==> src/rtl/hex_keypad_scan.sv <==
// hex_keypad_scan
//
// Scans a 4x4 hex matrix keypad and turns key presses into debounced hex
// codes. One column is pulled low at a time, and the four pulled-up row lines
// are read back. Each full pass over the four columns (one frame) is reduced
// to NONE, SINGLE(code) or MULTI. A small state machine debounces presses
// and releases over whole frames.
//
// Parameters:
//   SCAN_DIV  - CLK cycles each column is driven (4..255)
//   DEBOUNCE  - identical consecutive frames needed to accept a press or a
//               release (1..15)
//
// Ports:
//   CLK        - system clock, rising edge
//   RST_N      - asynchronous active-low reset
//   ROW[3:0]   - keypad rows, active-low, asynchronous to CLK
//   COL[3:0]   - keypad column drive, active-low, exactly one bit low
//   KEY[3:0]   - last accepted key, {row_index, col_index}
//   KEY_VALID  - one-cycle pulse when a new press is accepted
//   KEY_DOWN   - high while the accepted key is considered held

module hex_keypad_scan #(
    parameter int SCAN_DIV = 4,
    parameter int DEBOUNCE = 3
) (
    input  logic       CLK,
    input  logic       RST_N,
    input  logic [3:0] ROW,
    output logic [3:0] COL,
    output logic [3:0] KEY,
    output logic       KEY_VALID,
    output logic       KEY_DOWN
);

    typedef enum logic [1:0] {
        IDLE,
        DEB_PRESS,
        HELD,
        DEB_RELEASE
    } state_t;

    typedef enum logic [1:0] {
        RES_NONE,
        RES_SINGLE,
        RES_MULTI
    } frame_res_t;

    localparam logic [7:0] SLOT_LAST = 8'(SCAN_DIV - 1);
    localparam logic [4:0] DEB_LIMIT = 5'(DEBOUNCE);
    localparam bit         INSTANT   = (DEBOUNCE == 1);

    logic [3:0] row_meta;
    logic [3:0] row_sync;
    logic [7:0] slot_cnt;
    logic [1:0] col_idx;

    logic [1:0] acc_hits;
    logic [3:0] acc_code;

    logic       sample_now;
    logic       frame_end;
    logic [3:0] row_low;
    logic [2:0] sample_cnt;
    logic [1:0] sample_hits;
    logic [1:0] row_pos;
    logic [2:0] hit_sum;
    logic [1:0] merged_hits;
    logic [3:0] merged_code;
    frame_res_t frame_res;

    state_t     state;
    state_t     state_n;
    logic [3:0] cnt;
    logic [3:0] cnt_n;
    logic [3:0] cand;
    logic [3:0] cand_n;
    logic [3:0] key_n;
    logic       valid_n;
    logic       down_n;
    logic [4:0] cnt_inc;
    logic       cnt_reached;
    logic [3:0] cnt_sat;

    // Two-flop synchronizer: ROW comes straight from the pins and must not
    // reach any decision logic before it has settled into the CLK domain.
    always_ff @(posedge CLK or negedge RST_N) begin
        if (!RST_N) begin
            row_meta <= 4'h0;
            row_sync <= 4'h0;
        end else begin
            row_meta <= ROW;
            row_sync <= row_meta;
        end
    end

    assign sample_now = (slot_cnt == SLOT_LAST);
    assign frame_end  = sample_now && (col_idx == 2'd3);

    // Column scan timing. The column is sampled at the very end of its slot so
    // the synchronizer has had SCAN_DIV-1 cycles to see the new column's rows.
    always_ff @(posedge CLK or negedge RST_N) begin
        if (!RST_N) begin
            slot_cnt <= 8'h00;
            col_idx  <= 2'd0;
            COL      <= 4'b1110;
        end else if (sample_now) begin
            slot_cnt <= 8'h00;
            col_idx  <= col_idx + 2'd1;
            COL      <= ~(4'b0001 << (col_idx + 2'd1));
        end else begin
            slot_cnt <= slot_cnt + 8'h01;
        end
    end

    // Reduce the current column's sample to a hit count (saturated at 2) and
    // fold it into the frame accumulator. The code is only meaningful when
    // the whole frame ends up with exactly one hit.
    always_comb begin
        row_low    = ~row_sync;
        sample_cnt = {2'b00, row_low[0]} + {2'b00, row_low[1]}
                   + {2'b00, row_low[2]} + {2'b00, row_low[3]};
        sample_hits = (sample_cnt >= 3'd2) ? 2'd2 : sample_cnt[1:0];
        row_pos = 2'd0;
        for (int r = 3; r >= 0; r--) begin
            if (row_low[r]) begin
                row_pos = 2'(r);
            end
        end
        hit_sum     = {1'b0, acc_hits} + {1'b0, sample_hits};
        merged_hits = (hit_sum >= 3'd2) ? 2'd2 : hit_sum[1:0];
        merged_code = (acc_hits == 2'd0) ? {row_pos, col_idx} : acc_code;
        case (merged_hits)
            2'd0:    frame_res = RES_NONE;
            2'd1:    frame_res = RES_SINGLE;
            default: frame_res = RES_MULTI;
        endcase
    end

    // Frame accumulator. At frame end the merged result goes to the FSM and
    // the accumulator starts the next frame empty.
    always_ff @(posedge CLK or negedge RST_N) begin
        if (!RST_N) begin
            acc_hits <= 2'd0;
            acc_code <= 4'h0;
        end else if (frame_end) begin
            acc_hits <= 2'd0;
            acc_code <= 4'h0;
        end else if (sample_now) begin
            acc_hits <= merged_hits;
            acc_code <= merged_code;
        end
    end

    // Debounce state register and registered outputs.
    always_ff @(posedge CLK or negedge RST_N) begin
        if (!RST_N) begin
            state     <= IDLE;
            cnt       <= 4'h0;
            cand      <= 4'h0;
            KEY       <= 4'h0;
            KEY_VALID <= 1'b0;
            KEY_DOWN  <= 1'b0;
        end else begin
            state     <= state_n;
            cnt       <= cnt_n;
            cand      <= cand_n;
            KEY       <= key_n;
            KEY_VALID <= valid_n;
            KEY_DOWN  <= down_n;
        end
    end

    assign cnt_inc     = {1'b0, cnt} + 5'd1;
    assign cnt_reached = (cnt_inc >= DEB_LIMIT);
    assign cnt_sat     = cnt_reached ? DEB_LIMIT[3:0] : cnt_inc[3:0];

    // Debounce decisions, taken only once per frame. HELD ignores any new
    // codes, so rollover keys cannot fire until everything has been released.
    always_comb begin
        state_n = state;
        cnt_n   = cnt;
        cand_n  = cand;
        key_n   = KEY;
        valid_n = 1'b0;
        down_n  = KEY_DOWN;
        if (frame_end) begin
            case (state)
                IDLE: begin
                    if (frame_res == RES_SINGLE) begin
                        cand_n = merged_code;
                        if (INSTANT) begin
                            key_n   = merged_code;
                            valid_n = 1'b1;
                            down_n  = 1'b1;
                            cnt_n   = 4'h0;
                            state_n = HELD;
                        end else begin
                            cnt_n   = 4'h1;
                            state_n = DEB_PRESS;
                        end
                    end else begin
                        cnt_n = 4'h0;
                    end
                end
                DEB_PRESS: begin
                    if (frame_res == RES_SINGLE && merged_code == cand) begin
                        if (cnt_reached) begin
                            key_n   = cand;
                            valid_n = 1'b1;
                            down_n  = 1'b1;
                            cnt_n   = 4'h0;
                            state_n = HELD;
                        end else begin
                            cnt_n = cnt_sat;
                        end
                    end else if (frame_res == RES_SINGLE) begin
                        cand_n = merged_code;
                        cnt_n  = 4'h1;
                    end else begin
                        cnt_n   = 4'h0;
                        state_n = IDLE;
                    end
                end
                HELD: begin
                    if (frame_res == RES_NONE) begin
                        if (INSTANT) begin
                            down_n  = 1'b0;
                            cnt_n   = 4'h0;
                            state_n = IDLE;
                        end else begin
                            cnt_n   = 4'h1;
                            state_n = DEB_RELEASE;
                        end
                    end
                end
                DEB_RELEASE: begin
                    if (frame_res == RES_NONE) begin
                        if (cnt_reached) begin
                            down_n  = 1'b0;
                            cnt_n   = 4'h0;
                            state_n = IDLE;
                        end else begin
                            cnt_n = cnt_sat;
                        end
                    end else begin
                        cnt_n   = 4'h0;
                        state_n = HELD;
                    end
                end
                default: begin
                    cnt_n   = 4'h0;
                    state_n = IDLE;
                end
            endcase
        end
    end

endmodule

==> config.mk <==
export PLATFORM = sky130hd
export DESIGN_NAME = hex_keypad_scan
export DESIGN_NICKNAME = d
export VERILOG_FILES = /design/src/rtl/hex_keypad_scan.sv
export SDC_FILE = /design/constraint.sdc
export NUM_CORES = 1
export LEC_CHECK = 0
export CELL_PAD_IN_SITES_DETAIL_PLACEMENT = 0
export CELL_PAD_IN_SITES_GLOBAL_PLACEMENT = 1
export CORE_MARGIN = 4
export CORE_UTILIZATION = 46
export DETAILED_ROUTE_END_ITERATION = 12
export HOLD_SLACK_MARGIN = 0.08
export PLACE_DENSITY = 0.89
export SLEW_MARGIN = 20
export SYNTH_ARGS = -nofsm -noshare
export SYNTH_HDL_FRONTEND = slang
export SYNTH_SLANG_ARGS = --single-unit
==> constraint.sdc <==
create_clock -name CLK -period 5.5 [get_ports CLK]
set_clock_uncertainty 0.15 [all_clocks]
set_input_delay 1.65 -clock CLK [delete_from_list [all_inputs] [get_ports CLK]]
set_output_delay 1.65 -clock CLK [all_outputs]
set_load 0.005 [all_outputs]
; ---- Yosys cells after proc, flatten, opt, wreduce, memory -nomap -nowiden
; Cells that the tools add are included.
[word_totals]
output_inout_bits = 10
inputBits = 6
elab_cells = 97
regBits = 44
[classes]
n_eq_ne = 18
magnitude_cmp = 3
n_mux = 39
reduce_logical = 14
bitwise_logic = 2
shift = 1
addsub = 7
[ops]
columns = cell, count
row1 = 4-bit two-way mux, 9
row2 = 2-bit two-way mux, 15
row3 = 4-bit one-hot mux with 4 select lines, 1
row4 = 2-bit != test (second input constant), 7
row5 = 6-bit AND reduction, 2
row6 = 1-bit two-way mux, 9
row7 = 3-bit != test (second input constant), 3
row8 = 8-bit by 1-bit adder with 8-bit output (second input constant), 1
row9 = 8-bit by 2-bit == test with 1-bit output (second input constant), 1
row10 = 2-bit logical NOT, 4
row11 = 8-bit two-way mux, 1
row12 = 4-bit inverter, 2
row13 = 2-bit one-hot mux with 4 select lines, 1
row14 = 4-bit one-hot mux with 2 select lines, 1
row15 = 2-bit by 1-bit == test with 1-bit output (second input constant), 3
row16 = 2-bit == test (second input constant), 3
row17 = 3-bit by 2-bit greater-or-equal comparator with 1-bit output (second input constant), 2
row18 = 2-bit nonzero test, 3
row19 = 4-bit by 1-bit adder with 5-bit output (second input constant), 1
row20 = 5-bit by 2-bit greater-or-equal comparator with 1-bit output (second input constant), 1
row21 = 4-bit == test, 1
row22 = 2-bit one-hot mux with 2 select lines, 1
row23 = 4-bit AND reduction, 1
row24 = 1-bit by 2-bit << shifter with 4-bit output (first input constant), 1
row25 = 9 further kinds, 10

; ---- Depth between registers and ports, before layout
; Gate-level depths: netlist (run 1).
[logic_depth]
word_depth = 16
mapped_depth = 16
mapped_depth_nobuf = 15

; ---- Worst setup path before layout (run 1)
; Ideal clock, no wire load.
[synth_path]
path_type = reg2reg
startpoint = register row_sync[0]
endpoint = register KEY[0]
required_time_ns = 5.225
slack_ns = 1.376
setup_ns = 0.125
path_stages_with_launch = 17
arrival_time_ns = 3.849
synth_period_minus_slack_ns = 4.124
path_buffers = 1
cell_sequence = dfrtp_1 -> fa_1 -> inv_1 -> ha_1 -> inv_1 -> ha_1 -> and2_1 -> ha_1 -> inv_1 -> fa_1 -> nand3_1 -> nor4b_1 -> o22ai_1 -> or3_1 -> or4_1 -> buf_6 -> mux2_4
[synth_via]
elab_chain_len = 14
word_cells_on_any_way = 18
cone_classes = add/sub (4) / order compare (2) / eq/ne (3) / mux (5) / bitwise (1) / reduce/logical (3)
[synth_rtl]
columns = element, line
row1 = start: declaration, 54  ; logic [3:0] row_sync;
row2 = start signal: assignment, 93  ; row_sync <= row_meta;
row3 = 4-bit inverter *, 120  ; row_low = ~row_sync;
row4 = 1-bit by 1-bit adder with 2-bit output, 121  ; sample_cnt = {2'b00, row_low[0]} + {2'b00, row_low[1]}
row5 = 2-bit by 1-bit adder with 3-bit output, 122  ; + {2'b00, row_low[2]} + {2'b00, row_low[3]};
row6 = 3-bit by 1-bit adder with 3-bit output, 122
row7 = 3-bit by 2-bit greater-or-equal comparator with 1-bit output, 123  ; sample_hits = (sample_cnt >= 3'd2) ? 2'd2 : sample_cnt[1:0];
row8 = 2-bit two-way mux, 123
row9 = 2-bit by 2-bit adder with 3-bit output, 130  ; hit_sum = {1'b0, acc_hits} + {1'b0, sample_hits};
row10 = 3-bit by 2-bit greater-or-equal comparator with 1-bit output, 131  ; merged_hits = (hit_sum >= 3'd2) ? 2'd2 : hit_sum[1:0];
row11 = 2-bit two-way mux, 131
row12 = 2-bit by 1-bit == test with 1-bit output / 2-bit logical NOT (equally long branches), 133  ; case (merged_hits)
row13 = 2-bit one-hot mux with 2 select lines, 133
row14 = 2-bit by 1-bit == test with 1-bit output, 207  ; if (frame_res == RES_SINGLE && merged_code == cand) begin
row15 = 1-bit logical AND *, 207
row16 = 4-bit AND reduction (no line) *, -
row17 = end signal: assignment, 168  ; KEY <= key_n;
row18 = end: declaration, 31  ; output logic [3:0] KEY,
; Mark *: on every way between the ends. The rest lies on a longest branch, timed or not.
; A chain may end at the register's enable or synchronous reset.

; ---- Worst setup path in the final report (run 1)
[layout_path]
startpoint = register row_sync[0]
endpoint = register KEY[3]
; The elaborated chain is that of the path after synthesis.

==> flow_metrics.tcl, run 1 <==
set metrics [dict create \
    htree_levels 2 \
    ir_worst_vdd_mv 0.143 \
    maxSlewHeadroom_pct 37.1 \
    setup_viol 0 \
    place_hpwl_mm 2.69 \
    synth_edf_count 0 \
    fmax_mhz 223 \
    crit_chain "fa_1, inv_1, ha_1, inv_1, ha_1, and2_1, ha_1, inv_1, fa_1, nand3_1, nor4b_1, o22ai_1, or3_1, or4_1, mux2_4" \
    vias_per_cell 5.56 \
    fin_nets 229 \
    maxCapViolCount 0 \
    synth_area_leaders "dfrtp_1 (48%), ha_1 (5.9%), dfstp_2 (3.7%)" \
    met1_usage_pct 17.8 \
    cts_buffers 5 \
    p_per_area_nw_per_um2 263 \
    p_leak_nw 1.14 \
    gr-usage-met3_pct 3.90 \
    worstSetupEndpointType "flip-flop" \
    path_delay_family "simple AND/OR/NAND/NOR gates" \
    yosys_warnings 0 \
    synth_seq_area_share_pct 51.8 \
    place_inst 256 \
    avgSynthCellArea_um2 11.0 \
    gp_congestion 0.890 \
    startpoint "row_sync[0]$_DFF_PN0_" \
    startpoint_type "flip-flop" \
    hold_class "flip-flop to flip-flop" \
    cts.hold.buffers_added 0 \
    cp_slowest_stage_delay_ps 590 \
    grt_start_max_net_pins 45 \
    globalRouteOverflowTotal 0 \
    min-delay-start "row_meta[3]$_DFF_PN0_" \
    critical_path_class "flip-flop to flip-flop" \
    antenna_found_initial 0 \
    grt_first_pass_wirelength_mm 6.69 \
    clockBufferDepth 2 \
    report.power.total_mw 0.633 \
    drtIter0Drc 78 \
    finalCriticalPeriod_ps 4480 \
    use_met2_pct 21.7 \
    clock_latency_ps 300 \
    final_cells 264 \
    area_growth_pct 13.2 \
    dp_slack_ps 1040 \
    final_core_util_pct 54.6 \
    start_util_pct 48.3 \
    row_count 24 \
    synthesis.area_um2 2130 \
    yosysTopAreaCell "dfrtp_1" \
    final_antenna_net_count 0 \
    worst_pin_slew_ps 943 \
    root_buffer "clkbuf_8" \
    die_area_um2 5790 \
    io_pins 16 \
    cts_setup_buffers 0 \
    synth_top_area_share_pct 48.2 \
    setup_ws_ps 1020 \
    num_antenna_cells 0 \
    synthCells 193 \
    clk_pin_slew_ps 90 \
    r2r_start "row_sync[0]$_DFF_PN0_" \
    maxSlewViolCount 0 \
    fin_crit_sh_pct 81.5 \
    grt_pass1_vias 1470 \
    cts_resized 0 \
    drc 0 \
    num_vias 1468 \
    critPathMaxFanout 7 \
    outcome "finished, final reports clean" \
    wl_per_cell_um 13.9 \
    cp_num_buf_inv 3 \
    syn_nets 211 \
    required_ps 5540 \
    arrival_ps 4520 \
    cts_tree "done" \
    setup-tns-final_ps 0 \
    ys_types 47 \
    grt_use_total_pct 13.9 \
    grt.busiest_layer "met2" \
    layout-drive-gt1-share_pct 11.8 \
    fp.dieW_um 76.1 \
    synth_ff_type "dfrtp_1" \
    ys_ff_latch 44 \
    slowest_stage "or4_1" \
    cts_num_sinks 44 \
    rsz0062_at_grt "no" \
    synthArstFlopShare_pct 100 \
    hold_violations 0 \
    fp.dieH_um 76.1 \
    core-area_um2 4410 \
    routed_wl_mm 3.68 \
    io_buffers 15 \
    first_pass_iters 5 \
]
==> synth_stat cells, drive strengths merged (3+ instances only) <==
cell type,instances
dfrtp,41
dfstp,3
xnor2,7
nor2,10
nand3,8
nand2,18
mux2,7
and2,5
ha,10
o31ai,3
clkbuf,3
and3,5
inv,14
o21ai,11
a21oi,8
a31oi,3
==> final cells by class <==
| type | count | area (µm²) |
|---|---|---|
| tap | 52 | 65.1 |
| clock inverter | 2 | 13.8 |
| fill | 402 | 2000 |
| timing repair buffer | 16 | 153 |
| clock buffer | 6 | 82.6 |
| inverter | 14 | 52.6 |
| multi-input combinational | 130 | 940 |
| sequential | 44 | 1100 |
==> sequential cells by signal, summed over array words and instances, names as in the netlist <==
signal and flops:
acc_hits 2, cand 4, KEY 4, cnt 4, state 2, acc_code 4
KEY_VALID 1, COL 4, slot_cnt 8, row_sync 4, KEY_DOWN 1, col_idx 2
row_meta 4
==> cells in the final DEF (no fill, tap or decap), types with 3 or more instances in the layout <==
master and count:
nor2_1 9, clkbuf_8 6, dfrtp_1 41, nand2_1 18
ha_1 10, a21oi_1 7, and2_1 5, nand3_1 8
a31oi_1 3, clkdlybuf4s50_1 14, mux2_2 3, o31ai_1 3
mux2_4 4, dfstp_2 3, and3_1 5, inv_1 14
xnor2_1 7, o21ai_0 11
==> path summary, 6_finish.rpt <==
kind / depth (start not counted) / slack [ps] / end
worst min register to register: 0 / 200 / row_sync[3]$_DFF_PN0_
max in group asynchronous: 1 / 3280 / row_sync[3]$_DFF_PN0_
worst max register to register: 15 / 1020 / KEY[3]$_DFFE_PN0P_
worst min-delay path: 0 / 200 / row_sync[3]$_DFF_PN0_
min in group asynchronous: 1 / 1340 / KEY[0]$_DFFE_PN0P_
worst max-delay path: 15 / 1020 / KEY[3]$_DFFE_PN0P_
==> kinds of logic after synthesis <==
kind of cell | Yosys count | share of synthesized area [%]
xor gates and xnor gates | 8 | 3.29
AOI/OAI and AO/OA | 40 | 12.4
muxes | 9 | 5.34
DFF | 44 | 51.8
buffers and inverters | 19 | 4.05
and+or+nand+nor | 61 | 15.3
adders and majority gates | 12 | 7.75
==> per-layer routing <==
layer / vias to the layer above / wire length, µm
met3: 10 / 156
met2: 24 / 1690
met5: - / 0
met4: 0 / 89
li1: 714 / -
met1: 720 / 1740
==> metrics by stage <==
stage / hold slack (ps) / area [µm²]
finish: 202 / 2410
CTS: 205 / 2410
floorplan: 181 / 2130
global route: 209 / 2410
global placement: 182 / 2310
detailed placement: 186 / 2310
==> report_power, final <==
part / switching, mW / total (mW) / leakage (nW) / internal, mW
combinational: 0.0377 / 0.0642 / 0.511 / 0.0265
clock: 0.110 / 0.213 / 0.0516 / 0.103
sequential: 0.0167 / 0.356 / 0.580 / 0.339
total: 0.165 / 0.633 / 1.14 / 0.468
==> worst reg2reg max path: stages (launching register included) <==
cell     delay [ps]
dfrtp_1         420
fa_1            540
inv_1            40
ha_1            160
inv_1            50
ha_1            130
and2_1          120
ha_1            140
inv_1            50
fa_1            540
nand3_1         160
nor4b_1         460
o22ai_1         130
or3_1           350
or4_1           590
mux2_4          360
Note: power is estimated with default switching activity, not from simulation.
==> inputs of run 2 (changes only) <==
Clock period 5.5 ns to 4.35 ns, I/O delays scaled along.
==> flow_metrics.tcl, run 2 (same netlist as run 1, synthesis figures left out) <==
set metrics [dict create \
    placed_area_um2 2330 \
    num_antenna_cells 0 \
    crit_chain "fa_1, inv_1, ha_1, inv_1, ha_1, and2_1, ha_1, inv_1, fa_2, nand3_2, nor4b_4, o22ai_1, or3_4, or4_4, mux2_4" \
    fp.dieH_um 76.1 \
    globalRouteOverflowTotal 0 \
    antenna_found_initial 0 \
    grt_use_total_pct 13.7 \
    place_hpwl_mm 2.69 \
    maxSlewHeadroom_pct 39.0 \
    wl_met3_um 125 \
    clock_latency_ps 290 \
    vias_per_cell 5.39 \
    grt_first_pass_wirelength_mm 6.53 \
    cts_num_sinks 44 \
    core-area_um2 4410 \
    area_growth_pct 15.1 \
    final_antenna_net_count 0 \
    fin_crit_sh_pct 95.0 \
    fp.dieW_um 76.1 \
    cp_num_buf_inv 3 \
    largest_reg_flops 8 \
    regMostFlops "slot_cnt" \
    layout-drive-gt1-share_pct 15.0 \
    first_pass_iters 4 \
    grt_start_max_net_pins 45 \
    place_inst 258 \
    hold_violations 0 \
    ir_worst_vdd_mv 0.170 \
    maxSlewViolCount 0 \
    cp_slowest_stage_delay_ps 560 \
    hold_slack_ps 202 \
    gp_congestion 0.890 \
    clockBufferDepth 2 \
    fin_nets 231 \
    arrival_ps 4150 \
    outcome "finished, final reports clean" \
    grt_pass1_vias 1436 \
    critical_path_class "flip-flop to flip-flop" \
    path_delay_family "adder cells" \
    critPathMaxFanout 7 \
    final_cells 266 \
    fillers 408 \
    worst_pin_slew_ps 914 \
    wl_met2_mm 1.73 \
    wl_per_cell_um 13.8 \
    fin_area_um2 2450 \
    routed.top_layer "met4" \
    setup_viol 0 \
    drc 0 \
    htree_levels 2 \
    layout_common_cells "dfrtp_1 (41), nand2_1 (18), inv_1 (14), clkdlybuf4s50_1 (14), o21ai_0 (11)" \
    start_util_pct 48.3 \
    cts_buffers 5 \
    rsz0062_at_grt "no" \
    p_per_area_nw_per_um2 323 \
    required_ps 4370 \
    cts.hold.buffers_added 0 \
    startpoint_type "flip-flop" \
    p_leak_nw 1.16 \
    routed_wl_mm 3.67 \
    root_buffer "clkbuf_8" \
    io_pins 16 \
    worstSetupEndpointType "flip-flop" \
    die_area_um2 5790 \
    met1Wirelength_mm 1.74 \
    cts_setup_buffers 0 \
    num_vias 1435 \
    drtIter0Drc 82 \
    report.power.total_mw 0.792 \
    io_buffers 15 \
    row_count 24 \
    cts_tree "done" \
    finalCriticalPeriod_ps 4130 \
    clk_pin_slew_ps 80 \
    cts_resized 1 \
    final_core_util_pct 55.6 \
    hold_class "flip-flop to flip-flop" \
    seq_area_um2 1100 \
    maxCapViolCount 0 \
    slowest_stage "fa_2" \
    fmax_mhz 242 \
    final_common_cell "dfrtp_1" \
    multiInputGateArea_um2 971 \
]
run 2: cell types whose count changed in the layout (fill, tap and decap cells not counted):
cell / before / now
nor4b_1: 1 / 0
inv_6: 1 / 0
buf_4: 1 / 3
fa_1: 2 / 1
nor4b_4: 0 / 1
nand3_2: 0 / 1
nand3_1: 8 / 7
or3_4: 0 / 1
clkinv_2: 1 / 2
or4_4: 0 / 1
or4_1: 2 / 1
fa_2: 0 / 1
or3_1: 1 / 0
run 2: worst paths after layout:
check                      depth (start not counted)                       to  slack [ps]                   from
max                                               15       KEY[2]$_DFFE_PN0P_         220  row_sync[0]$_DFF_PN0_
min                                                0    row_sync[1]$_DFF_PN0_         200  row_meta[1]$_DFF_PN0_
max reg2reg                                       15       KEY[2]$_DFFE_PN0P_         220  row_sync[0]$_DFF_PN0_
min reg2reg                                        0    row_sync[1]$_DFF_PN0_         200  row_meta[1]$_DFF_PN0_
max in group asynchronous                          1  acc_code[3]$_DFFE_PN0P_        2490                  RST_N
min in group asynchronous                          1       cnt[2]$_DFFE_PN0P_        1000                  RST_N
run 2: area by class of cell:
type	instances	area share [%]
Clock inverter	2	0.408
Sequential cell	44	45.0
Inverter	14	2.14
Tap cell	52	2.65
Clock buffer	6	3.37
Multi-Input combinational cell	130	39.6
Timing Repair Buffer	18	6.83
run 2: worst reg2reg max path: stages (launching register included):
cell and delay, ps:
dfrtp_1 420, fa_1 540, inv_1 40, ha_1 160, inv_1 50, ha_1 130, and2_1 120, ha_1 130
inv_1 50, fa_2 560, nand3_2 110, nor4b_4 300, o22ai_1 110, or3_4 340, or4_4 490, mux2_4 320
run 2: per-layer routing:
layer / track usage, % / vias to the layer above
met5: 0 / -
met4: 6.47 / 0
met3: 3.19 / 9
met2: 21.1 / 24
met1: 18.3 / 683
li1: - / 719
run 2: through the flow:
step,TNS (ps),setup slack [ps]
after floorplan,0,226
after global placement,0,95.1
after detailed placement,-65.3,-23.2
after CTS,0,107
after global routing,0,15.3
final,0,219
run 2: report_power, final:
| part | internal (mW) | leakage (nW) | total [mW] | switching, mW |
|---|---|---|---|---|
| registers | 0.429 | 0.580 | 0.452 | 0.0230 |
| clock network | 0.127 | 0.0510 | 0.257 | 0.130 |
| logic | 0.0353 | 0.534 | 0.0835 | 0.0482 |
